===== config.mk =====
export PLATFORM = sky130hd
export DESIGN_NAME = weight_mem_loader
export DESIGN_NICKNAME = d
export VERILOG_FILES = /design/src/rtl/weight_mem_loader_pkg.sv /design/src/rtl/weight_mem_loader_addr_gen.sv /design/src/rtl/weight_mem_loader.sv
export SDC_FILE = /design/constraint.sdc
export NUM_CORES = 1
export LEC_CHECK = 0
export BUFFER_PORTS_ARGS = -buffer_cell sky130_fd_sc_hd__buf_4
export CORE_MARGIN = 8
export CORE_UTILIZATION = 51
export DETAILED_ROUTE_END_ITERATION = 16
export GPL_ROUTABILITY_DRIVEN = 0
export PLACE_DENSITY = 0.87
export SYNTH_ARGS = -nofsm -noshare
export SYNTH_HDL_FRONTEND = slang
export SYNTH_HIERARCHICAL = 1
export SYNTH_SLANG_ARGS = --single-unit
export TNS_END_PERCENT = 100

===== constraint.sdc =====
create_clock -name clk -period 2.6 [get_ports clk]
set_input_delay 0.39 -clock clk [delete_from_list [all_inputs] [get_ports clk]]
set_output_delay 0.39 -clock clk [all_outputs]
set_load 0.02 [all_outputs]

===== src/rtl/weight_mem_loader_pkg.sv =====
// Shared definitions for the weight memory loader: FSM encoding and
// counter-width helpers used by the loader and its address generator.
package weight_mem_loader_pkg;

    typedef enum logic [1:0] {
        IDLE = 2'd0,
        LOAD = 2'd1,
        DONE = 2'd2
    } state_t;

    function automatic int clog2(input int value);
        int result;
        int remaining;
        result    = 0;
        remaining = value - 1;
        while (remaining > 0) begin
            result    = result + 1;
            remaining = remaining >> 1;
        end
        return result;
    endfunction

    // A single neuron still needs a 1-bit counter so the port never collapses to zero width.
    function automatic int counterWidth(input int value);
        return (clog2(value) < 1) ? 1 : clog2(value);
    endfunction

endpackage


===== src/rtl/weight_mem_loader_addr_gen.sv =====
// Nested address/neuron counter pair for the weight loader; flags the
// final word of the whole load so it can be checked in isolation.
module weight_addr_gen
    import weight_mem_loader_pkg::*;
#(
    parameter int numNeurons   = 4,
    parameter int numWeight    = 784,
    parameter int addressWidth = 10,
    parameter int neuronWidth  = counterWidth(numNeurons)
) (
    input  logic                    clk,
    input  logic                    rst,
    input  logic                    clr,
    input  logic                    inc,
    output logic [addressWidth:0]   addr,
    output logic [neuronWidth-1:0]  neuron,
    output logic                    last_word
);

    typedef logic [addressWidth:0]  addr_t;
    typedef logic [neuronWidth-1:0] neuron_t;

    localparam addr_t   lastAddr   = addr_t'(numWeight - 1);
    localparam neuron_t lastNeuron = neuron_t'(numNeurons - 1);

    addr_t   r_addr;
    neuron_t r_neuron;
    logic    w_addrWrap;
    logic    w_neuronWrap;

    assign w_addrWrap   = (r_addr == lastAddr);
    assign w_neuronWrap = (r_neuron == lastNeuron);

    // Wrap on explicit terminal compares; numWeight need not be a power of two.
    always_ff @(posedge clk) begin
        if (rst || clr) begin
            r_addr   <= '0;
            r_neuron <= '0;
        end else if (inc) begin
            if (w_addrWrap) begin
                r_addr   <= '0;
                r_neuron <= w_neuronWrap ? '0 : r_neuron + neuron_t'(1);
            end else begin
                r_addr <= r_addr + addr_t'(1);
            end
        end
    end

    assign addr      = r_addr;
    assign neuron    = r_neuron;
    assign last_word = w_addrWrap && w_neuronWrap;

endmodule


===== src/rtl/weight_mem_loader.sv =====
// AXI4-Stream slave that writes a weight stream into the layer's per-neuron
// memories in neuron-major order over a shared bus with one-hot enables.
module weight_mem_loader
    import weight_mem_loader_pkg::*;
#(
    parameter int numNeurons   = 4,
    parameter int numWeight    = 784,
    parameter int addressWidth = 10,
    parameter int dataWidth    = 16
) (
    input  logic                    clk,
    input  logic                    rst,
    input  logic                    start,
    input  logic [dataWidth-1:0]    s_axis_tdata,
    input  logic                    s_axis_tvalid,
    input  logic                    s_axis_tlast,
    output logic                    s_axis_tready,
    output logic [numNeurons-1:0]   wen,
    output logic [addressWidth:0]   waddr,
    output logic [dataWidth-1:0]    win,
    output logic                    busy,
    output logic                    done,
    output logic                    err
);

    localparam int neuronWidth = counterWidth(numNeurons);

    typedef logic [numNeurons-1:0] wen_t;

    state_t                   r_state;
    state_t                   w_nextState;
    logic                     w_accept;
    logic                     w_clear;
    logic [addressWidth:0]    w_addr;
    logic [neuronWidth-1:0]   w_neuron;
    logic                     w_lastWord;
    wen_t                     w_select;

    wen_t                     r_wen;
    logic [addressWidth:0]    r_waddr;
    logic [dataWidth-1:0]     r_win;
    logic                     r_err;

    assign w_accept = s_axis_tvalid && (r_state == LOAD);
    assign w_clear  = start && (r_state == IDLE);
    assign w_select = wen_t'(1) << w_neuron;

    weight_addr_gen #(
        .numNeurons   (numNeurons),
        .numWeight    (numWeight),
        .addressWidth (addressWidth),
        .neuronWidth  (neuronWidth)
    ) u_addrGen (
        .clk       (clk),
        .rst       (rst),
        .clr       (w_clear),
        .inc       (w_accept),
        .addr      (w_addr),
        .neuron    (w_neuron),
        .last_word (w_lastWord)
    );

    always_ff @(posedge clk) begin
        if (rst) begin
            r_state <= IDLE;
        end else begin
            r_state <= w_nextState;
        end
    end

    // The final word always completes the load; an early tlast aborts it.
    always_comb begin
        w_nextState = r_state;
        case (r_state)
            IDLE: begin
                if (start) begin
                    w_nextState = LOAD;
                end
            end
            LOAD: begin
                if (w_accept) begin
                    if (w_lastWord) begin
                        w_nextState = DONE;
                    end else if (s_axis_tlast) begin
                        w_nextState = IDLE;
                    end
                end
            end
            DONE: begin
                w_nextState = IDLE;
            end
            default: begin
                w_nextState = IDLE;
            end
        endcase
    end

    // Write bus is registered; address and data hold between writes.
    always_ff @(posedge clk) begin
        if (rst) begin
            r_wen   <= '0;
            r_waddr <= '0;
            r_win   <= '0;
            r_err   <= 1'b0;
        end else begin
            r_wen <= w_accept ? w_select : '0;
            if (w_accept) begin
                r_waddr <= w_addr;
                r_win   <= s_axis_tdata;
            end
            if (w_clear) begin
                r_err <= 1'b0;
            end else if (w_accept && (s_axis_tlast != w_lastWord)) begin
                r_err <= 1'b1;
            end
        end
    end

    assign s_axis_tready = (r_state == LOAD);
    assign busy          = (r_state == LOAD);
    assign done          = (r_state == DONE);
    assign wen           = r_wen;
    assign waddr         = r_waddr;
    assign win           = r_win;
    assign err           = r_err;

endmodule


Word level (Yosys, flattened, before mapping)
Cells that the tools add are included.

operators by class
  add/subtract/negate cells = 2
  bitwise logic cells = 1
  shift operators = 1
  equality and inequality tests = 8
  reductions and logical operators = 10
  mux-type cells = 7

operator list
  operator                                                number
  adder 11 x 1 -> 11 bit (second input constant)          1
  equality test 11 x 10 -> 1 bit (second input constant)  1
  two-way mux 11 bit                                      1
  two-way mux 2 bit                                       5
  equality test 2 bit (second input constant)             2
  logical AND 1 bit                                       4
  case mux 2 bit (2 select lines)                         1
  OR reduction 2 bit                                      2
  left shift 1 x 2 -> 4 bit (first input constant)        1
  != test 3 x 2 -> 1 bit (second input constant)          1
  AND reduction 3 bit                                     1
  adder 2 x 1 -> 2 bit (second input constant)            1
  equality test 2 x 1 -> 1 bit (second input constant)    1
  zero test 2 bit                                         1
  != test 2 x 1 -> 1 bit (second input constant)          1
  != test 2 bit (second input constant)                   1
  AND reduction 2 bit                                     1
  logical OR 1 bit                                        1
  != test 1 bit                                           1
  NOT 1 bit                                               1

word-level totals
  input port bits = 21
  word-level logic and storage cells = 36
  output and inout bits = 35
  bits in registers = 47

Logic depth before layout (Yosys ltp)
Gate-level depths: netlist (run 1).

  depth in word-level cells = 5
  gate-level depth with buffers = 7
  mapped depth without buffers = 6

Modules after synthesis
Netlist (run 1), hierarchy kept.

by module, submodules not included
  module             area an instance (um^2)  instances  seq. area each (um^2)  cells an instance
  weight_mem_loader  1239.9                   1          680.7                  142
  weight_addr_gen    701.9                    1          260.2                  74

Least setup slack after synthesis (run 1)
No wires, ideal clock.

  path kind = register to register
  start = reg u_addrGen.r_neuron[0] (netlist: u_addrGen/neuron[0])
  end = reg r_err (netlist: err)
  cell stages (with the launch flop) = 7
  path buffers = 0
  period minus slack after synthesis = 1.899 ns
  data arrival time = 1.767 ns
  setup time = 0.131 ns
  data required time = 2.469 ns
  slack = 0.701 ns
  path through = dfxtp_1 -> ha_1 -> or4b_2 -> nor4_1 -> xor2_1 -> a21oi_1 -> nor3_2

between the ends
  cells in the longest elaborated chain, start to end = 4

ends and longest elaborated chain
  what                    line                              source
  start, declared         weight_mem_loader_addr_gen.sv:27  neuron_t r_neuron;
  start signal, assigned  weight_mem_loader_addr_gen.sv:42  r_neuron <= w_neuronWrap ? '0 : r_neuron + neuron_t'(1);
  equality test 2 bit     weight_mem_loader_addr_gen.sv:32  assign w_neuronWrap = (r_neuron == lastNeuron);
  logical AND 1 bit       weight_mem_loader_addr_gen.sv:51  assign last_word = w_addrWrap && w_neuronWrap;
  via w_lastWord          weight_mem_loader.sv:36           logic w_lastWord;
  != test 1 bit           weight_mem_loader.sv:113          end else if (w_accept && (s_axis_tlast != w_lastWord)) begin
  logical AND 1 bit       weight_mem_loader.sv:113
  end signal, assigned    weight_mem_loader.sv:104          r_err <= 1'b0;
  end signal, assigned    weight_mem_loader.sv:112          r_err <= 1'b0;
  end signal, assigned    weight_mem_loader.sv:114          r_err <= 1'b1;
  end, declared           weight_mem_loader.sv:42           logic r_err;

The timed path passes the listed nets, and every way through them passes these cells.
A chain may end at the register's enable or synchronous reset.

Worst setup path after layout (run 1)
  start = reg u_addrGen.r_neuron[0] (netlist: u_addrGen/neuron[0])
  end = reg r_state[0]

between the ends
  cells in the longest elaborated chain, start to end = 5
  elaborated cells on any way between the ends = 7
  classes of those cells = eq/ne: 2; mux: 3; reduce/logical: 2

ends and longest elaborated chain
  what                             line                              source
  equality test 2 bit *            weight_mem_loader_addr_gen.sv:32
  logical AND 1 bit *              weight_mem_loader_addr_gen.sv:51
  via w_lastWord                   weight_mem_loader.sv:36
  two-way mux 2 bit                weight_mem_loader.sv:82           if (w_lastWord) begin
  two-way mux 2 bit                weight_mem_loader.sv:81           if (w_accept) begin
  case mux 2 bit (2 select lines)  weight_mem_loader.sv:74           case (r_state)
  end signal, assigned             weight_mem_loader.sv:67           r_state <= w_nextState;
  end, declared                    weight_mem_loader.sv:30           state_t r_state;

Mark *: on every way through the listed nets, which the timed path passes. The rest lies on a longest branch. The select of a mux whose other input is x is not followed.

==> reports/metrics.yaml, run 1 <==
io_pins: 56
cp-end-kind: "flop"
avgSynthCellArea_um2: 8.99
finalCritPeriodShare: 0.838
tightest_slew_ns: 0.619
register_area_um2: 941
cap_violations: 0
cts_hold_buf: 0
critPathRequiredTime_ns: 2.78
routedWlPerCell_um: 13.7
final_cell_mix: "nand2_1, buf_4, dfxtp_1"
p_per_area_nw_per_um2: 576
worstPathArrival_ns: 2.36
cts_buffers: 5
setup_violations: 0
yosysSeqAreaShare: 0.485
core_um2: 3660
fin_nets: 288
postCtsSetupBuffers: 0
initial_core_util: 0.530
fmax_ghz: 0.459
finalWirelength_mm: 4.30
fin_crit_ns: 2.18
dp_hpwl_mm: 3.02
overflow: 0
synth_cells: 216
antenna-diode-count: 0
setup_tns_ns: 0
slew_violations: 0
vias: 1639
status: "finished clean"
critPathMaxFanout: 7
syn_to_final_growth_pct: 25.5
fillers: 297
root_buffer: "clkbuf_8"
grt_pass1_wl_mm: 7.29
drt_iter0_markers: 82
hold_viol_final: 0
hold_class: "in -> reg"
post_cts_resize_count: 0
first_pass_iters: 4
port_buffers: 55
layout_commonest_cell: "nand2_1"
die_w_um: 77.7
grt_max_degree: 37
fin_util: 0.665
postPlaceCellArea_um2: 2320
multi_input_area_um2: 880
cts_tree: "built"
synth.net_count: 239
dieArea_um2: 6040
design_area_um2: 2440
skew_ns: 0.00827
clkSinkCount: 47
row_count: 22
die_h_um: 77.7
synth_seq_cells: 47
leakage_nw: 0.936
vias_per_cell: 5.22
synth_edf_count: 0
drtAntennaViolNets: 0
drive_gt1_frac: 0.293
ir_drop_mv: 0.458
track_usage: 0.147
slew_headroom: 0.584
grt_pass1_vias: 1547
ys_warn_count: 6
worstSetupStartpointType: "flop"
critPathKind: "reg -> reg"
syn_area_um2: 1940
synth_ff_type: "dfxtp_1"
ctsLongestPathBuffers: 2
drc: 0
cts.clk_slew.worst_paths_ns: 0.09
antenna_found_initial: 0
rsz0062_at_grt: "false"
insertion_delay_ns: 0.30
synth.distinct_cells: 40
htreeDepth: 2
synthArstFlopShare: 0
==> path summary, 6_finish.rpt <==
kind | start | slack (ns) | cells after the start | endpoint
setup / recovery | u_addrGen/neuron[0]$_SDFFE_PP0P_ | 0.42 | 6 | r_state[0]$_SDFFE_PP0P_
setup reg to reg | u_addrGen/neuron[0]$_SDFFE_PP0P_ | 0.42 | 6 | r_state[0]$_SDFFE_PP0P_
hold reg to reg | win[13]$_SDFFE_PP0P_ | 0.46 | 2 | win[13]$_SDFFE_PP0P_
hold / removal | s_axis_tdata[6] | 0.32 | 3 | win[6]$_SDFFE_PP0P_
==> cell usage after synthesis, drive strengths merged, types with 3 or more instances <==
library cell / instances / area share
xor2: 4 / 0.018
nor3: 5 / 0.015
clkbuf: 5 / 0.010
or3: 5 / 0.017
nand4: 4 / 0.013
buf: 10 / 0.047
mux2i: 3 / 0.015
nand2: 62 / 0.12
nor4: 4 / 0.028
or4: 3 / 0.014
a211oi: 6 / 0.026
o21ai: 5 / 0.013
nor2: 3 / 0.0058
a21oi: 29 / 0.075
dfxtp: 47 / 0.48
==> report_power, final <==
part	leakage [nW]	internal, mW	switching [mW]
Sequential	0.380	0.732	0.00763
Combinational	0.495	0.0507	0.0691
Clock	0.0612	0.311	0.233
Total	0.936	1.09	0.310
==> cells by family (layout without fill, tap and decap cells) <==
| group | Yosys count | after routing | synth area share |
|---|---|---|---|
| AO/OA/AOI/OAI | 42 | 42 | 0.121 |
| XOR/XNOR | 5 | 5 | 0.0226 |
| adder cells (fa/ha/maj) | 2 | 2 | 0.0129 |
| buffers and inverters | 17 | 67 | 0.0625 |
| flip-flops | 47 | 47 | 0.485 |
| multiplexers | 3 | 3 | 0.0155 |
| AND/OR/NAND/NOR | 100 | 100 | 0.281 |
==> per-layer routing <==
metal | vias up | wire, µm | track usage
met1 | 751 | 1870 | 0.169
met2 | 46 | 1990 | 0.223
met3 | 4 | 395 | 0.0841
met4 | 0 | 48 | 0.0509
li1 | 838 | - | -
met5 | - | 0 | 0
==> state kept, by name, indices dropped and copies added (netlist names) <==
signal            flops
wen                   4
waddr                11
u_addrGen/addr       11
win                  16
u_addrGen/neuron      2
r_state               2
err                   1
==> cell type report <==
class | instances | area share
Clock inverter | 2 | 0.0144
Inverter | 2 | 0.00411
Clock buffer | 6 | 0.0339
Timing Repair Buffer | 57 | 0.176
Multi-Input combinational cell | 152 | 0.361
Sequential cell | 47 | 0.386
Tap cell | 48 | 0.0247
==> worst max-delay path, stage by stage, from the launching register on <==
cell and delay, ns:
dfxtp_1 0.44, ha_1 0.19, or4b_2 0.58, nor4_1 0.47, o21ai_0 0.18, a21oi_1 0.16
nor2_1 0.05
==> stage by stage <==
step           cells  total power [mW]  hold WS (ns)  setup slack, ns
2_1_floorplan    216             0.832         0.431            0.701
3_3_place_gp     306             0.875         0.442            0.540
3_5_place_dp     306             0.877         0.447            0.401
4_1_cts          314              1.42         0.316            0.397
5_1_grt          314              1.46         0.306            0.209
6_report         314              1.40         0.323            0.421
Power figures use the tool's default switching activity.
==> inputs of run 2 (changes only) <==
==> constraint.sdc (replaced) <==
create_clock -name clk -period 2.2 [get_ports clk]
set_input_delay 0.33 -clock clk [delete_from_list [all_inputs] [get_ports clk]]
set_output_delay 0.33 -clock clk [all_outputs]
set_load 0.02 [all_outputs]
==> reports/metrics.yaml, run 2 (synthesis gave the netlist of run 1 again) <==
cts_tree: "built"
final_cell_mix: "nand2_1, buf_4, dfxtp_1"
insertion_delay_ns: 0.30  # about the same
initial_core_util: 0.530  # unchanged
r2r_cells: 6  # unchanged
pre_cts_slack_ns: 0.105  # -0.295 ns
fin_crit_ns: 2.01  # -0.167 ns
port_buffers: 55  # unchanged
core_um2: 3660  # unchanged
cts.clk_slew.worst_paths_ns: 0.09  # about the same
dp_hpwl_mm: 3.10  # +2.7%
cts_buffers: 5  # unchanged
clkSinkCount: 47  # unchanged
finalWirelength_mm: 4.41  # +2.5%
p_per_area_nw_per_um2: 636  # +10%
tightest_slew_ns: 0.630  # +0.0107 ns
track_usage: 0.147  # +0.000239
worstSetupStartpointType: "flop"
hold_class: "in -> reg"
antenna-diode-count: 0  # unchanged
die_h_um: 77.7  # unchanged
skew_ns: 0.00378  # -0.00448 ns
first_pass_iters: 4  # unchanged
vias: 1655  # +0.98%
ctsLongestPathBuffers: 2  # unchanged
leakage_nw: 0.915  # -2.2%
worstPathArrival_ns: 2.20  # -0.16 ns
grt_pass1_vias: 1578  # +2.0%
vias_per_cell: 5.27  # +0.98%
setup_violations: 0  # unchanged
dieArea_um2: 6040  # unchanged
critPathKind: "reg -> reg"
drt_iter0_markers: 97  # +18%
layout_commonest_cell: "nand2_1"
setup_tns_ns: 0  # unchanged
routedWlPerCell_um: 14.0  # +2.5%
io_pins: 56  # unchanged
ir_drop_mv: 0.389  # -15%
fin_nets: 288  # unchanged
slowest_delay_ns: 0.60  # +0.02 ns
slew_violations: 0  # unchanged
cp-end-kind: "flop"
syn_to_final_growth_pct: 24.3
rsz0062_at_grt: "false"
largest_register_ffs: 16  # unchanged
htreeDepth: 2  # unchanged
root_buffer: "clkbuf_8"
grt_max_degree: 37  # unchanged
critPathRequiredTime_ns: 2.39  # -0.39 ns
drc: 0  # unchanged
crit_slowest_cell: "or4b_2"
row_count: 22  # unchanged
grt_pass1_wl_mm: 7.36  # +0.85%
slew_headroom: 0.577  # -0.00716
die_w_um: 77.7  # unchanged
finalCritPeriodShare: 0.915  # +0.0765
setup_ws_ns: 0.188  # -0.233 ns
drive_gt1_frac: 0.297  # +0.00376
hold_viol_final: 0  # unchanged
status: "finished clean"
critPathMaxFanout: 7  # unchanged
postCtsSetupBuffers: 0  # unchanged
cap_violations: 0  # unchanged
antenna_found_initial: 0  # unchanged
drtAntennaViolNets: 0  # unchanged
overflow: 0  # unchanged
fmax_ghz: 0.497  # +8.3%
cp_cell_sequence: "ha_1, or4b_2, nor4_2, o21ai_0, a21oi_1, nor2_1"
holdPathStages: 3  # unchanged
[run 2: cell type report]
type                    instances  area [µm²]
clock inverters                 3        20.0
flip-flops and latches         47         941
fillers                       332        1250
multi-input cells             152         886
repair buffers                 57         428
well taps                      48        60.1
clock buffers                   5        68.8
inverters                       2        10.0
[run 2: timing repair]
| action | CTS | global route |
|---|---|---|
| hold buffers | 0 | 0 |
| gates resized for setup | 0 | 1 |
| setup endpoints to repair | 0 | 2 |
| hold endpoints to repair | 0 | 0 |
[run 2: worst max-delay path: cells and delay by family, from the launching register on]
kind	cells	cell delay [ns]
simple gates	3	0.95
flops	1	0.45
compound gates	2	0.31
fa+ha+maj	1	0.19
[run 2: final timing paths]
check / startpoint / end / slack (ns)
max: u_addrGen/neuron[0]$_SDFFE_PP0P_ / r_state[0]$_SDFFE_PP0P_ / 0.19
min reg2reg: win[14]$_SDFFE_PP0P_ / win[14]$_SDFFE_PP0P_ / 0.46
max reg2reg: u_addrGen/neuron[0]$_SDFFE_PP0P_ / r_state[0]$_SDFFE_PP0P_ / 0.19
min: s_axis_tdata[15] / win[15]$_SDFFE_PP0P_ / 0.26
[run 2: power breakdown]
group,switching (mW),total [mW],internal (mW)
Sequential,0.00886,0.874,0.865
Clock,0.298,0.519,0.221
Combinational,0.0811,0.141,0.0599
Total,0.388,1.53,1.15
[run 2: routing by layer]
layer / vias to the layer above / global-route usage / part of all wire
li1: 839 / - / -
met4: 0 / 0.0509 / 0.013
met3: 6 / 0.0853 / 0.099
met5: - / 0 / 0
met2: 54 / 0.237 / 0.46
met1: 756 / 0.157 / 0.43
[run 2: per-stage QoR]
| step | instances | utilization | area (µm²) | power (mW) | hold slack [ns] |
|---|---|---|---|---|---|
| final | 314 | 0.659 | 2410 | 1.53 | 0.263 |
| after CTS | 314 | 0.658 | 2410 | 1.55 | 0.256 |
| after global routing | 314 | 0.659 | 2410 | 1.59 | 0.269 |
| after detailed placement | 306 | 0.633 | 2320 | 1.04 | 0.448 |
| after global placement | 306 | 0.633 | 2320 | 1.03 | 0.442 |
| after floorplan | 216 | - | 1940 | 0.983 | 0.431 |
